### src/rtl/mips_avalon_arbiter.sv
// Avalon arbiter merging write-buffer drain, D-cache miss reads and I-fetch reads onto one master port.
// Define MIPS_ARB_RR_EN for IR vs WB/DR round-robin instead of fixed priority with a write-burst limiter.
module mips_avalon_arbiter #(
    parameter int MAX_WRITE_BURST = 4,
    parameter int CNT_BITS        = 3
) (
    input  logic        clk,
    input  logic        rst,
    input  logic        wb_write,
    input  logic [31:0] wb_addr,
    input  logic [31:0] wb_writedata,
    input  logic [3:0]  wb_byteenable,
    output logic        wb_waitrequest,
    input  logic        dr_read,
    input  logic [31:0] dr_addr,
    output logic [31:0] dr_readdata,
    output logic        dr_waitrequest,
    input  logic        ir_read,
    input  logic [31:0] ir_addr,
    output logic [31:0] ir_readdata,
    output logic        ir_waitrequest,
    output logic [31:0] avm_address,
    output logic        avm_read,
    output logic        avm_write,
    output logic [31:0] avm_writedata,
    output logic [3:0]  avm_byteenable,
    input  logic [31:0] avm_readdata,
    input  logic        avm_waitrequest
);
    typedef enum logic [1:0] {IDLE, S_WR, S_DR, S_IR} state_t;

    state_t      state;
    logic [31:0] dr_data_q;
    logic [31:0] ir_data_q;
    logic        xfer_done;
    logic        dr_ok;
    logic        grant_wb;
    logic        grant_dr;
    logic        grant_ir;

    assign xfer_done = (avm_read | avm_write) & ~avm_waitrequest;
    // A miss must not overtake a buffered write, or it could read stale memory.
    assign dr_ok     = dr_read & ~wb_write;

`ifdef MIPS_ARB_RR_EN
    logic rr_last;
    logic group_req;

    // rr_last=1 means the WB/DR group was served last, so IR goes next.
    assign group_req = wb_write | dr_ok;
    assign grant_ir  = ir_read & (~group_req | rr_last);
    assign grant_wb  = wb_write & ~grant_ir;
    assign grant_dr  = dr_ok & ~grant_ir;
`else
    localparam logic [CNT_BITS-1:0] BURST_MAX = CNT_BITS'(MAX_WRITE_BURST);

    logic [CNT_BITS-1:0] burst_cnt;
    logic                ir_turn;

    assign ir_turn  = ir_read & (burst_cnt == BURST_MAX);
    assign grant_ir = ir_read & (ir_turn | ~(wb_write | dr_ok));
    assign grant_wb = wb_write & ~ir_turn;
    assign grant_dr = dr_ok & ~ir_turn;
`endif

    always_ff @(posedge clk or posedge rst) begin
        if (rst) begin
            state          <= IDLE;
            avm_address    <= '0;
            avm_read       <= 1'b0;
            avm_write      <= 1'b0;
            avm_writedata  <= '0;
            avm_byteenable <= '0;
            dr_data_q      <= '0;
            ir_data_q      <= '0;
`ifdef MIPS_ARB_RR_EN
            rr_last        <= 1'b0;
`else
            burst_cnt      <= '0;
`endif
        end else begin
            case (state)
                IDLE: begin
                    if (grant_wb) begin
                        state          <= S_WR;
                        avm_address    <= wb_addr;
                        avm_writedata  <= wb_writedata;
                        avm_byteenable <= wb_byteenable;
                        avm_write      <= 1'b1;
                    end else if (grant_dr) begin
                        state          <= S_DR;
                        avm_address    <= dr_addr;
                        avm_byteenable <= 4'b1111;
                        avm_read       <= 1'b1;
                    end else if (grant_ir) begin
                        state          <= S_IR;
                        avm_address    <= ir_addr;
                        avm_byteenable <= 4'b1111;
                        avm_read       <= 1'b1;
                    end
                end
                default: begin
                    if (xfer_done) begin
                        state     <= IDLE;
                        avm_read  <= 1'b0;
                        avm_write <= 1'b0;
                        if (state == S_DR) dr_data_q <= avm_readdata;
                        if (state == S_IR) ir_data_q <= avm_readdata;
                    end
                end
            endcase
`ifdef MIPS_ARB_RR_EN
            if (state == IDLE && (grant_wb | grant_dr | grant_ir))
                rr_last <= ~grant_ir;
`else
            if (!ir_read || (state == IDLE && grant_ir))
                burst_cnt <= '0;
            else if (state == IDLE && grant_wb)
                burst_cnt <= burst_cnt + CNT_BITS'(1);
`endif
        end
    end

    assign wb_waitrequest = !(state == S_WR && xfer_done);
    assign dr_waitrequest = !(state == S_DR && xfer_done);
    assign ir_waitrequest = !(state == S_IR && xfer_done);
    assign dr_readdata    = (state == S_DR && xfer_done) ? avm_readdata : dr_data_q;
    assign ir_readdata    = (state == S_IR && xfer_done) ? avm_readdata : ir_data_q;

endmodule

### config.mk
export PLATFORM = sky130hd
export DESIGN_NAME = mips_avalon_arbiter
export DESIGN_NICKNAME = d
export VERILOG_FILES = /design/src/rtl/mips_avalon_arbiter.sv
export SDC_FILE = /design/constraint.sdc
export NUM_CORES = 1
export LEC_CHECK = 0
export CAP_MARGIN = 30
export CORE_ASPECT_RATIO = 1.1
export CORE_MARGIN = 2
export CORE_UTILIZATION = 40
export CTS_BUF_LIST = sky130_fd_sc_hd__clkbuf_2
export DETAILED_ROUTE_END_ITERATION = 7
export GPL_TIMING_DRIVEN = 0
export MAX_ROUTING_LAYER = met4
export PLACE_DENSITY = 0.76
export SETUP_SLACK_MARGIN = 0.02
export SYNTH_ARGS = -nofsm -noshare
export SYNTH_HDL_FRONTEND = slang
export SYNTH_SLANG_ARGS = --single-unit
### constraint.sdc
create_clock -name clk -period 10 [get_ports clk]
set_input_delay 3 -clock clk [delete_from_list [all_inputs] [get_ports clk]]
set_output_delay 3 -clock clk [all_outputs]
set_load 0.03 [all_outputs]
== After elaboration in Yosys (flattened, before gate mapping) ==
Cells that the tools add are included.

* Register bits after elaboration: 139
* Input bits: 170
* Output and inout bits: 137

* $add $sub $neg: 1
* Equal/unequal tests: 8
* Multiplexer cells: 22
* Bitwise logic cells: 14
* Reductions and logical operators: 21

{| class="wikitable"
|+ Operators by type and width
! kind !! count
|-
| 32-bit 2-to-1 mux || 5
|-
| 4-bit 2-to-1 mux || 3
|-
| 2-bit 2-to-1 mux || 5
|-
| 3-bit AND reduction || 3
|-
| 2-bit AND reduction || 4
|-
| 1-bit 2-to-1 mux || 7
|-
| 1-bit AND || 6
|-
| 3-bit 2-to-1 mux || 2
|-
| 1-bit logical AND || 5
|-
| 1-bit NOT || 5
|-
| 2-bit == test, second input constant || 2
|-
| 1-bit zero test || 4
|-
| 2-bit inequality test, second input constant || 2
|-
| 4-bit inequality test, second input constant || 1
|-
| 2-bit nonzero test || 2
|-
| 3-bit by 1-bit adder with 3-bit output, second input constant || 1
|-
| 3-bit == test, second input constant || 1
|-
| 3-bit inequality test, second input constant || 1
|-
| 1-bit OR || 3
|-
| 3-bit nonzero test || 1
|-
| 2-bit by 1-bit == test with 1-bit output, second input constant || 1
|-
| 2-bit zero test || 1
|-
| 1-bit logical OR || 1
|}

== Depth between registers and ports, before layout ==
* Depth in word-level cells: 10
* Mapped depth: 8
* Depth with buffers taken out: 6

== Worst setup path before layout ==
OpenSTA, ideal clock, no wires.

* Path kind: input-to-output
* Start: input port avm_waitrequest
* End: output port dr_readdata[14]
* Data arrival time: 4,056 ps
* Data required time: 7,000 ps
* Setup slack: 2,944 ps
* Stages: 6
* Path buffers: 2
* Cell sequence: o21ba_4 -> nand2_1 -> nor2_2 -> buf_6 -> buf_6 -> mux2_4

* Word-level cells in the longest chain between the ends: 4

{| class="wikitable"
|+ Ends and longest elaborated chain
! element !! RTL line !! source
|-
| from (decl) || 28 || <nowiki>input logic avm_waitrequest</nowiki>
|-
| 1-bit NOT || 41 || <nowiki>assign xfer_done = (avm_read | avm_write) & ~avm_waitrequest;</nowiki>
|-
| 1-bit AND || 41 ||
|-
| 1-bit logical AND || 127 || <nowiki>assign dr_readdata = (state == S_DR && xfer_done) ? avm_readdata : dr_data_q;</nowiki>
|-
| 32-bit 2-to-1 mux || 127 ||
|-
| to (decl) || 16 || <nowiki>output logic [31:0] dr_readdata,</nowiki>
|}

No other way between the ends.

== Worst setup path in the final report ==
* Start: input port avm_waitrequest
* End: output port dr_readdata[26]

The elaborated chain is that of the path after synthesis.

==> impl_metrics.tcl <==
set metrics [dict create \
    grt_max_degree 80 \
    hold_buffers 0 \
    synthMostInstantiatedCell "dfrtp_1" \
    netlist-cell-type-count 34 \
    slew_headroom 0.566 \
    synth_cells 580 \
    clkSinkCount 139 \
    htreeDepth 4 \
    final_hold_viol_count 0 \
    finalCriticalPeriod_ns 8.16 \
    hpwl_mm 16.5 \
    synth-main-ff-cell "dfrtp_1" \
    layout_worst_path_cycle_share 0.816 \
    rows 51 \
    post-route-util 0.614 \
    async_flop_share 1.00 \
    antenna_left 0 \
    drt-vias-per-instance 5.09 \
    chipWidth_um 132 \
    dr.pass1.iters 4 \
    critPathCaptureType "primary output" \
    hold_class "reg2reg" \
    tritoncts "done" \
    synth-edff-count 0 \
    yosysSeqAreaShare 0.479 \
    drt_iter0_markers 166 \
    final_nets 1077 \
    drc 0 \
    min_path_cells 2 \
    place_congestion 0.866 \
    synth.area.top_cells "dfrtp_1, mux2_4, mux2_2" \
    grt_antenna_before_repair 1 \
    track_usage 0.238 \
    die_area_mm2 0.0192 \
    worst-setup-path-type "in2out" \
    die_y_um 145 \
    arrival_ns 5.16 \
    grt_pass1_wl_mm 34.6 \
    post_cts_buffers 0 \
    rsz0062_at_grt "false" \
    cts_made_buffers 17 \
    finalClockSkew_ns 0.0423 \
    cp_max_fo 10 \
    ir_drop_uv 162 \
    drive_above_1_share 0.251 \
    fmax_mhz 123 \
    ys_ff_latch 139 \
    initial_core_util 0.409 \
    avgSynthCellArea_um2 12.5 \
    p_per_area_mw_per_mm2 324 \
    io_buffers 305 \
    dr_total_vias 5883 \
    cap_violations 0 \
    synth_top_area_cell "dfrtp_1" \
    drt-total-wl_mm 22.1 \
    post_drt_wl_per_cell_um 19.1 \
    synth_warnings 0 \
    clk_pin_slew_ns 0.21 \
    clock_tree.buffer_depth 2 \
    post-place-ws_ns 1.80 \
    r2r_cells 7 \
    insertion_delay_ns 0.72 \
    slew_violations 0 \
    first_global_vias 6149 \
    fin_ws_ns 1.84 \
    final_cells 1156 \
    areaGrowthSynthToFinish_pct 50.2 \
    core_area_mm2 0.0177 \
    p_leak_nw 4.68 \
    syn-num-nets 752 \
    setup_viol 0 \
    ios 307 \
    synth_top_cells_by_count "dfrtp_1, mux2_4, o21ai_0" \
    crit_path_start_kind "primary input" \
    synth_top_area_frac 0.479 \
    post_cts_resized 0 \
    cts_root_buf "clkbuf_2" \
    crit_required_ns 7.00 \
    tightest_slew_ns 0.651 \
    status "finished clean" \
    placedCellCount 1124 \
    setup-tns-final_ns 0 \
    overflow 0 \
    netlist_area_mm2 0.00726 \
]
cell type report:
type	instances	area, um^2
diodes	1	2.50
plain buffers	45	298
clock buffers	18	90.1
clock inverters	13	166
fillers	1510	6840
inverters	5	23.8
multi-input cells	391	3460
flip-flops and latches	139	3480
well taps	238	298
repair buffers	306	3080
critical path, cell delays in order:
cell,delay [ns]
clkdlybuf4s50_1,0.43
o21ba_4,0.25
nand2_1,0.06
nor2_2,0.12
buf_6,0.17
buf_6,0.20
mux2_4,0.32
clkdlybuf4s50_1,0.60
per-stage QoR:
step / area [um^2] / hold slack, ns / total power (W)
after global placement: 10600 / 0.463 / 0.00315
after global routing: 10900 / 0.540 / 0.00371
final: 10900 / 0.513 / 0.00353
after floorplan: 7260 / 0.476 / 0.00235
after detailed placement: 10600 / 0.474 / 0.00318
after CTS: 10900 / 0.520 / 0.00356
kinds of logic (layout without fill, tap and decap cells):
family                     Yosys count  after routing  share of synthesized area
adders and majority gates            2              2                    0.00345
buffers and inverters               50            387                     0.0436
muxes                              160            160                      0.299
and+or+nand+nor                     50             50                     0.0322
other                                0              1                          0
AOI/OAI and AO/OA                  179            179                      0.142
DFF                                139            139                      0.479
layer usage:
layer  share of wire  track usage  up-vias
met1            0.42        0.287     2859
met5               0            -        -
met2            0.50        0.388      251
met4           0.022       0.0753        0
li1                -            -     2736
met3           0.064       0.0653       37
final timing paths:
kind | slack [ns] | from | to
min | 0.51 | avm_address[31]$_DFFE_PP0P_ | avm_address[31]$_DFFE_PP0P_
max | 1.84 | avm_waitrequest | dr_readdata[26]
min reg2reg | 0.51 | avm_address[31]$_DFFE_PP0P_ | avm_address[31]$_DFFE_PP0P_
max in group asynchronous | 6.46 | rst | avm_address[21]$_DFFE_PP0P_
max reg2reg | 7.96 | burst_cnt[0]$_DFFE_PP0P_ | avm_address[4]$_DFFE_PP0P_
min in group asynchronous | 2.70 | rst | avm_writedata[31]$_DFFE_PP0P_
placed cells by master (no fill, tap or decap), types with 4 or more instances in the layout:
cell type        synthesis  routed
a21oi_1                 35      35
buf_2                   16      16
buf_6                   13      13
clkbuf_1                13      13
clkbuf_2                 0      18
clkdlybuf4s50_1          0     305
dfrtp_1                139     139
inv_1                    5       4
inv_6                    0       4
mux2_2                  62      62
mux2_4                  98      98
nand2_1                 36      36
o21a_1                  33      33
o21ai_0                 79      79
o21ai_1                 19      19
o22a_1                   5       5
sequential cells by signal (all words and copies together), names as in the netlist:
signal and flops:
avm_address 32, avm_writedata 32, dr_data_q 32, ir_data_q 32
avm_byteenable 4, burst_cnt 3, state 2, avm_read 1
avm_write 1
report_power, final:
group | total (W) | switching, W | internal, W | leakage (nW)
Sequential | 0.000996 | 0.000157 | 0.000839 | 1.67
Clock | 0.000364 | 0.000222 | 0.000142 | 0.145
Combinational | 0.00217 | 0.00109 | 0.00108 | 2.87
No activity file was read; power rests on OpenSTA's default activity.
